==> src/rtl/prog_loader.sv <==
// rtl/prog_loader.sv - byte-serial program memory loader with core hold and combinational line read
module prog_loader #(
    parameter int DEPTH  = 16,
    parameter int LINE_W = 46
) (
    input  logic                     clk,
    input  logic                     rst,
    input  logic                     load_en,
    input  logic                     in_valid,
    input  logic [7:0]               in_byte,
    output logic                     in_ready,
    input  logic [$clog2(DEPTH)-1:0] addr,
    output logic [LINE_W-1:0]        line,
    output logic                     core_hold,
    output logic                     load_done,
    output logic                     err
);

    localparam int AW = $clog2(DEPTH);
    localparam int CW = AW + 1;

    typedef enum logic [2:0] {
        S_IDLE,
        S_HDR,
        S_DATA,
        S_WRITE,
        S_DONE
    } state_t;

    state_t            state;
    state_t            state_nxt;
    logic [LINE_W-1:0] mem [DEPTH];
    logic [CW-1:0]     n_lines;
    logic [CW-1:0]     wr_ptr;
    logic [2:0]        byte_cnt;
    logic [LINE_W-1:0] asm_q;
    logic              accept;
    logic              hdr_ok;
    logic              top_ok;
    logic              last_line;

    assign in_ready  = (state == S_HDR) || (state == S_DATA);
    assign accept    = in_valid && in_ready;
    assign core_hold = (state != S_IDLE);
    assign load_done = (state == S_DONE);
    assign line      = core_hold ? '0 : mem[addr];

    assign hdr_ok    = (in_byte != 8'd0) && (32'(in_byte) <= DEPTH);
    // Only the line bits are kept; the two guard bits of the first byte are
    // still in the register when the sixth byte arrives, so check them there.
    assign top_ok    = (asm_q[LINE_W-7 -: 2] == 2'b00);
    assign last_line = ((wr_ptr + CW'(1)) == n_lines);

    always_ff @(posedge clk) begin
        if (!rst) begin
            state <= S_IDLE;
        end else begin
            state <= state_nxt;
        end
    end

    always_comb begin
        state_nxt = state;
        case (state)
            S_IDLE:  if (load_en) state_nxt = S_HDR;
            S_HDR:   if (accept) state_nxt = hdr_ok ? S_DATA : S_IDLE;
            S_DATA:  if (accept && byte_cnt == 3'd5) state_nxt = top_ok ? S_WRITE : S_IDLE;
            S_WRITE: state_nxt = last_line ? S_DONE : S_DATA;
            S_DONE:  state_nxt = S_IDLE;
            default: state_nxt = S_IDLE;
        endcase
    end

    always_ff @(posedge clk) begin
        if (!rst) begin
            for (int i = 0; i < DEPTH; i++) mem[i] <= '0;
            n_lines  <= '0;
            wr_ptr   <= '0;
            byte_cnt <= '0;
            asm_q    <= '0;
            err      <= 1'b0;
        end else begin
            case (state)
                S_IDLE: begin
                    if (load_en) err <= 1'b0;
                end
                S_HDR: begin
                    if (accept) begin
                        if (hdr_ok) begin
                            n_lines  <= in_byte[CW-1:0];
                            wr_ptr   <= '0;
                            byte_cnt <= '0;
                        end else begin
                            err <= 1'b1;
                        end
                    end
                end
                S_DATA: begin
                    if (accept) begin
                        asm_q <= {asm_q[LINE_W-9:0], in_byte};
                        if (byte_cnt == 3'd5) begin
                            byte_cnt <= '0;
                            if (!top_ok) err <= 1'b1;
                        end else begin
                            byte_cnt <= byte_cnt + 3'd1;
                        end
                    end
                end
                S_WRITE: begin
                    mem[wr_ptr[AW-1:0]] <= asm_q;
                    wr_ptr              <= wr_ptr + CW'(1);
                    byte_cnt            <= '0;
                end
                default: ;
            endcase
        end
    end

endmodule

==> config.mk <==
export PLATFORM = sky130hd
export DESIGN_NAME = prog_loader
export DESIGN_NICKNAME = d
export VERILOG_FILES = /design/src/rtl/prog_loader.sv
export SDC_FILE = /design/constraint.sdc
export NUM_CORES = 1
export LEC_CHECK = 0
export CORE_MARGIN = 4
export CORE_UTILIZATION = 43
export DETAILED_ROUTE_END_ITERATION = 16
export PLACE_DENSITY = 0.58
export SYNTH_ARGS = -nofsm -noshare
export SYNTH_HDL_FRONTEND = slang
export SYNTH_SLANG_ARGS = --single-unit
==> constraint.sdc <==
create_clock -name clk -period 5.2 [get_ports clk]
set_input_delay 1.56 -clock clk [delete_from_list [all_inputs] [get_ports clk]]
set_output_delay 1.56 -clock clk [all_outputs]
set_load 0.05 [all_outputs]
Word level (Yosys, flattened, before mapping):

Memories as Yosys holds them, arrays and structs flattened.
Index checks and enable logic that the tools add are counted.

* memories: 1
* register bits after elaboration: 63
* RAM bits: 736
* output and inout port bits: 50

* $lt $le $gt $ge: 1
* $add $sub $neg: 2
* reduce and logical (&&, ||, !) cells: 18
* eq/ne operators: 14
* multiplexer cells: 30

Memories
* mem: words 16, bits a word 46, rd ports 1, clocked after Yosys merged registers in 0, write ports 16, line 32 `logic [LINE_W-1:0] mem [DEPTH];`

Operators by type and width (count)
* 46-bit two-way mux: 2
* 46-bit OR reduction: 1
* 3-bit two-way mux: 8
* 2-bit inequality test (second input constant): 6
* 3-bit one-hot mux with 4 select lines: 1
* 1-bit two-way mux: 11
* 5-bit two-way mux: 2
* 5-bit one-hot mux with 2 select lines: 1
* 3-bit one-hot mux with 3 select lines: 1
* 3-bit AND reduction: 3
* 3-bit nonzero test: 3
* 8-bit by 5-bit less-or-equal comparator with 1-bit output (second input constant): 1
* 8-bit nonzero test: 1
* 7-bit AND reduction: 1
* 3-bit by 2-bit == test with 1-bit output (second input constant): 2
* 3-bit == test (second input constant): 2
* 5-bit by 1-bit adder with 5-bit output (second input constant): 1
* 5-bit == test: 1
* 2-bit two-way mux: 2
* 4-bit two-way mux: 1
* 2-bit by 1-bit inequality test with 1-bit output (second input constant): 2
* 4-bit AND reduction: 1
* 3-bit by 1-bit adder with 3-bit output (second input constant): 1
* 3-bit by 1-bit == test with 1-bit output (second input constant): 1
* 7 further kinds: 9

Logic depth before layout (Yosys ltp):

Gate-level depths: netlist of run 1.

* depth after elaboration: 6
* depth in mapped cells: 8

Least setup slack after synthesis of run 1:

Ideal clock, no wire load.

* path type: input to register
* from: input port rst
* to: memory mem[14][0], enable pin
* required time: 4687 ps
* data arrival time: 5025 ps
* library setup time: 513 ps
* stages on the path: 2
* setup slack: -339 ps
* cells stage by stage: nand3_1 -> o21ai_0

RTL lines
* start: declaration: line 7 `input logic rst,`
* end: declaration: line 32

Worst setup path in the final report of run 1:

* from: input port addr[0]
* to: output port line[0]

* cells in the longest elaborated chain, start to end: 2

RTL lines
* start: declaration: line 12 `input logic [$clog2(DEPTH)-1:0] addr,`
* memory 16 x 46 bit
* 46-bit two-way mux: line 46 `assign line = core_hold ? '0 : mem[addr];`
* end: declaration: line 13 `output logic [LINE_W-1:0] line,`

No other way between the ends.

==> results_dict.tcl, run 1 <==
set metrics [dict create \
    dp.cells 3308 \
    dieArea_mm2 0.08754 \
    whs_ps 496.9 \
    cts_setup_buffers 0 \
    rsz0062_at_grt "no" \
    synthFlopType "edfxtp_1" \
    power_frac_comb_pct 7.9 \
    r2r_cells 5 \
    worstPathMaxFanout 20 \
    synth_most_common_cell "and2_1" \
    clockRootBuffer "clkbuf_16" \
    drtAntennaViolNets 0 \
    finalNonFillerCells 3470 \
    clock.fmax_mhz 196.2 \
    final_nets 2345 \
    yosys.area.top_type_share_pct 62.02 \
    clock_path_buffers 3 \
    dr_total_vias 19890 \
    portBuffers 65 \
    power.leakage_nw 14.27 \
    yosys.area.top_type "edfxtp_1" \
    post_cts_resized 0 \
    place_ws_ps 75.51 \
    cts.sinks 799 \
    power_density_mw_per_mm2 357.3 \
    p_int_mw 11.34 \
    ys_ff_latch 799 \
    fin_crit_ps 5097 \
    ys_seq_area_share_pct 65.56 \
    synth-edff-count 736 \
    hold_viol_final 0 \
    slowest_stage "mux4_2" \
    path_class "in2out" \
    synth_commonest_cells "and2_1 (737), edfxtp_1 (736), mux4_2 (230), clkbuf_1 (159), nand2_1 (98)" \
    areaGrowthSynthToFinish_pct 14.90 \
    finalMaxSlewViolations 0 \
    coreArea_mm2 0.08211 \
    synth_area_mm2 0.03563 \
    cts.htree.levels 3 \
    fin_crit_sh_pct 98.01 \
    r2r_slack_ps 1840 \
    final_area_mm2 0.04094 \
    fillCellCount 6764 \
    grt-ovfl-total 0 \
    startpoint "addr[0]" \
    clk_latency_ps 630 \
    pin_count 66 \
    grt_max_degree 52 \
    die_height_um 295.9 \
    drive_gt1_share_pct 22.31 \
    numCtsBuffers 85 \
    placed_area_mm2 0.03808 \
    cp_data_arrival_time_ps 3540 \
    r2r-start "state[1]$_SDFFE_PN0P_" \
    cts_tree "yes" \
    min_from "err$_SDFFE_PN0P_" \
    multi_input_area_mm2 0.01175 \
    synth.distinct_cells 41 \
    skew_ps 26.01 \
    start_util_pct 43.40 \
    dpl.hpwl_um 53930 \
    status "completed" \
    start_kind "primary input" \
    tightest_slew_ps 947.2 \
    seq_area_mm2 0.02336 \
    syn_inst 2285 \
    worstPathRequired_ps 3640 \
    placementRows 105 \
    critPathCapture "line[0]" \
    synthArstFlopShare_pct 0 \
    grt_pass1_wl_um 145500 \
    cp_slowest_stage_delay_ps 500 \
    timing.rr.end "mem[6][31]$_SDFFCE_PN0P_" \
    min_path_type "reg2reg" \
    final-setup-viol-count 0 \
    p_seq_share_pct 49.9 \
    grt.total_usage_pct 23.31 \
    relSlewSlack_pct 36.70 \
    pwr-share-clk_pct 42.2 \
    totalWireLength_um 100500 \
    drcViolationCount 0 \
    synth_nets 2305 \
    worstSetupEndpointType "output port" \
    ir_worst_vdd_v 0.0002589 \
    cts_hold_buf 0 \
    gp_congestion 0.7635 \
    path_clk_slew_ps 60 \
    maxCapViolCount 0 \
    firstDrtPassIters 5 \
    synth_warnings 0 \
    p_switching_mw 3.285 \
    finalPower_mw 14.63 \
    die_x_um 295.9 \
    syn_area_per_cell_um2 15.59 \
    grt_pass1_vias 20750 \
    ys_top_cells_by_area "edfxtp_1 (62%), mux4_2 (15%), and2_1 (13%)" \
    viasPerCell 5.733 \
    grt_antenna_before_repair 6 \
    crit_path_cell_trace "buf_8, buf_12, buf_4, mux4_2, mux4_2, nor2b_1, buf_4" \
    wire_per_inst_um 28.96 \
    setup_slack_ps 103.4 \
    switching_share_pct 22.46 \
    first_iter_violations 2173 \
]
cell usage in the layout (no fill, tap or decap), types with 8 or more instances in the layout:
cell type        synthesis  routed
and2_1                 737     737
clkinv_2                 0      15
nand2_1                 98      98
dfxtp_1                 63      63
edfxtp_1               736     736
o21ai_4                  0      12
bufinv_16                0       8
a21oi_1                 53      53
nor2b_1                 50      50
o21ai_0                 20       8
clkinv_1                 1      12
clkbuf_8                 0      12
buf_12                   0      36
clkbuf_16                0      88
nor2_1                  27      15
buf_4                    6      96
clkdlybuf4s50_1          0      14
clkbuf_1               159      18
nor2_4                   0      12
mux4_2                 230     230
nand3_1                 10       9
state kept, by name, summed over array words and instances, names as in the netlist:
register and count:
err 1, byte_cnt 3, wr_ptr 5, state 3, mem 736, n_lines 5, asm_q 46
worst max-delay path, delay by kind of cell:
| family | cells | cell delay [ps] |
|---|---|---|
| and+or+nand+nor | 1 | 220 |
| buffers and inverters | 4 | 760 |
| muxes | 2 | 970 |
power groups by stage:
stage | combinational, mW | sequential [mW] | clock (mW)
after floorplan | 0.737 | 7.42 | 0
after global placement | 1.17 | 7.42 | 0
final | 1.16 | 7.30 | 6.18
after detailed placement | 1.17 | 7.43 | 0
after CTS | 1.18 | 7.30 | 6.27
after global routing | 1.21 | 7.31 | 6.54
per-stage QoR:
step	util, %	TNS (ps)
detailed placement	46.37	0
floorplan	-	-108500
CTS	49.85	0
global route	49.85	0
global placement	46.37	0
finish	49.86	0
worst min path at each step:
stage	slack (ps)	end	cells past startpoint
after floorplan	450	byte_cnt[1]$_SDFFE_PN0P_	1
after detailed placement	490	err$_SDFFE_PN0P_	2
final	500	err$_SDFFE_PN0P_	2
after global placement	470	byte_cnt[1]$_SDFFE_PN0P_	1
after global routing	500	byte_cnt[1]$_SDFFE_PN0P_	1
after CTS	490	byte_cnt[1]$_SDFFE_PN0P_	1
per-layer routing:
| metal | GRT usage (%) | vias up | part of all wire [%] |
|---|---|---|---|
| li1 | - | 8467 | - |
| met4 | 6.371 | 0 | 2.4 |
| met1 | 32.27 | 10440 | 41 |
| met5 | 0 | - | 0 |
| met3 | 3.969 | 141 | 7.5 |
| met2 | 38.57 | 846 | 49 |
final cells by class:
cell class | count | share of cell area (%)
Timing Repair Buffer | 149 | 3.945
Sequential cell | 799 | 57.06
Tap cell | 1070 | 3.270
Antenna cell | 2 | 0.01222
Inverter | 3 | 0.02751
Clock buffer | 117 | 5.914
Multi-Input combinational cell | 1287 | 28.70
Clock inverter | 43 | 1.067
cells by family (layout without fill, tap and decap cells):
| logic type | count (synthesis) | after routing | share of synthesized area (%) |
|---|---|---|---|
| AND/OR/NAND/NOR | 953 | 953 | 15.84 |
| flip-flops | 799 | 799 | 65.56 |
| adder cells (fa/ha/maj) | 4 | 4 | 0.1405 |
| multiplexers | 237 | 237 | 14.74 |
| other | 0 | 2 | 0 |
| XOR/XNOR | 6 | 6 | 0.1475 |
| AO/OA/AOI/OAI | 87 | 87 | 1.317 |
| buffers and inverters | 199 | 312 | 2.254 |
No activity file was read; power rests on OpenSTA's default activity.
==> run 2, diff against run 1 <==
- CORE_MARGIN: 4 -> unset
- PLACE_DENSITY: 0.58 -> 0.56
- clock period: 5.2 -> 5.3 ns (I/O delays scaled with it)
==> results_dict.tcl, run 2 (same netlist as run 1, synthesis figures left out) <==
set metrics [dict create \
    totalWireLength_um 102100 \
    finalMaxSlewViolations 0 \
    wire_per_inst_um 29.36 \
    path_clk_slew_ps 60 \
    drtAntennaViolNets 0 \
    grt_pass1_wl_um 147100 \
    drcViolationCount 0 \
    die_x_um 289.9 \
    dpl.hpwl_um 54220 \
    layout_commonest_cell "and2_1" \
    finalNonFillerCells 3478 \
    final_area_mm2 0.04098 \
    whs_ps 490.4 \
    top_regs "mem (736), asm_q (46)" \
    tightest_slew_ps 948.0 \
    dp.cells 3311 \
    portBuffers 65 \
    placed_area_mm2 0.03824 \
    grt_pass1_vias 20260 \
    grt_antenna_before_repair 6 \
    min_path_type "reg2reg" \
    fin_crit_sh_pct 97.67 \
    viasPerCell 5.700 \
    relSlewSlack_pct 36.80 \
    cts.htree.levels 3 \
    setup_slack_ps 123.6 \
    cts_hold_buf 0 \
    final-setup-viol-count 0 \
    status "completed" \
    start_util_pct 43.47 \
    grt-ovfl-total 0 \
    worstPathRequired_ps 3710 \
    largest_register_ffs 736 \
    worstSetupEndpointType "output port" \
    gp_congestion 0.7704 \
    finalPower_mw 14.20 \
    path_class "in2out" \
    numCtsBuffers 86 \
    grt_max_degree 61 \
    post_cts_resized 0 \
    pin_count 66 \
    rsz0062_at_grt "no" \
    tns_ps 0 \
    firstDrtPassIters 5 \
    worstPathMaxFanout 16 \
    final_cell_mix "and2_1 (737), edfxtp_1 (736), mux4_2 (230)" \
    final_nets 2349 \
    skew_ps 32.58 \
    place_ws_ps 116.5 \
    start_kind "primary input" \
    areaGrowthSynthToFinish_pct 15.01 \
    clockRootBuffer "clkbuf_16" \
    ir_worst_vdd_v 0.0002412 \
    hold_viol_final 0 \
    grt.total_usage_pct 24.53 \
    cts.sinks 799 \
    die_height_um 289.9 \
    cp_data_arrival_time_ps 3590 \
    clock.fmax_mhz 193.2 \
    placementRows 105 \
    clk_latency_ps 650 \
    fin_util_pct 49.99 \
    power_density_mw_per_mm2 346.6 \
    first_iter_violations 2179 \
    drive_gt1_share_pct 22.12 \
    power.leakage_nw 14.27 \
    top_register "mem" \
    cts_setup_buffers 0 \
    coreArea_mm2 0.08198 \
    dr_total_vias 19830 \
    fin_crit_ps 5176 \
    dieArea_mm2 0.08402 \
    clock_path_buffers 3 \
    maxCapViolCount 0 \
    cts_tree "yes" \
]
## run 2: final cells by class
| cell class | instances | area [µm²] |
|---|---|---|
| Multi-Input combinational cell | 1287 | 11750 |
| Clock inverter | 38 | 294.0 |
| Timing Repair Buffer | 152 | 1775 |
| Sequential cell | 799 | 23360 |
| Antenna cell | 7 | 17.52 |
| Inverter | 3 | 11.26 |
| Tap cell | 1070 | 1339 |
| Fill cell | 6809 | 41000 |
| Clock buffer | 122 | 2431 |
## run 2: worst paths after layout
kind / slack, ps / startpoint / end / cells past startpoint
worst max-delay path: 120 / addr[0] / line[44] / 7
worst min-delay path: 490 / err$_SDFFE_PN0P_ / err$_SDFFE_PN0P_ / 2
worst max register to register: 2300 / state[1]$_SDFFE_PN0P_ / mem[3][24]$_SDFFCE_PN0P_ / 6
worst min register to register: 490 / err$_SDFFE_PN0P_ / err$_SDFFE_PN0P_ / 2
## run 2: metal layers
| layer | up-vias | global-route usage, % | share of wire, % |
|---|---|---|---|
| li1 | 8483 | - | - |
| met1 | 10480 | 34.69 | 43 |
| met2 | 766 | 40.54 | 49 |
| met3 | 96 | 3.094 | 6.7 |
| met4 | 0 | 5.916 | 1.6 |
| met5 | - | 0 | 0 |
## run 2: critical path, stage by stage
cell	delay, ps
buf_8	160
buf_12	220
buf_12	160
mux4_2	520
mux4_2	500
nor2b_1	200
buf_4	220
## run 2: report_power, final
group | internal, mW | switching [mW] | total [mW]
Sequential | 7.09 | 0.0656 | 7.16
Clock | 3.39 | 2.50 | 5.89
Combinational | 0.452 | 0.701 | 1.15
Total | 10.9 | 3.27 | 14.2
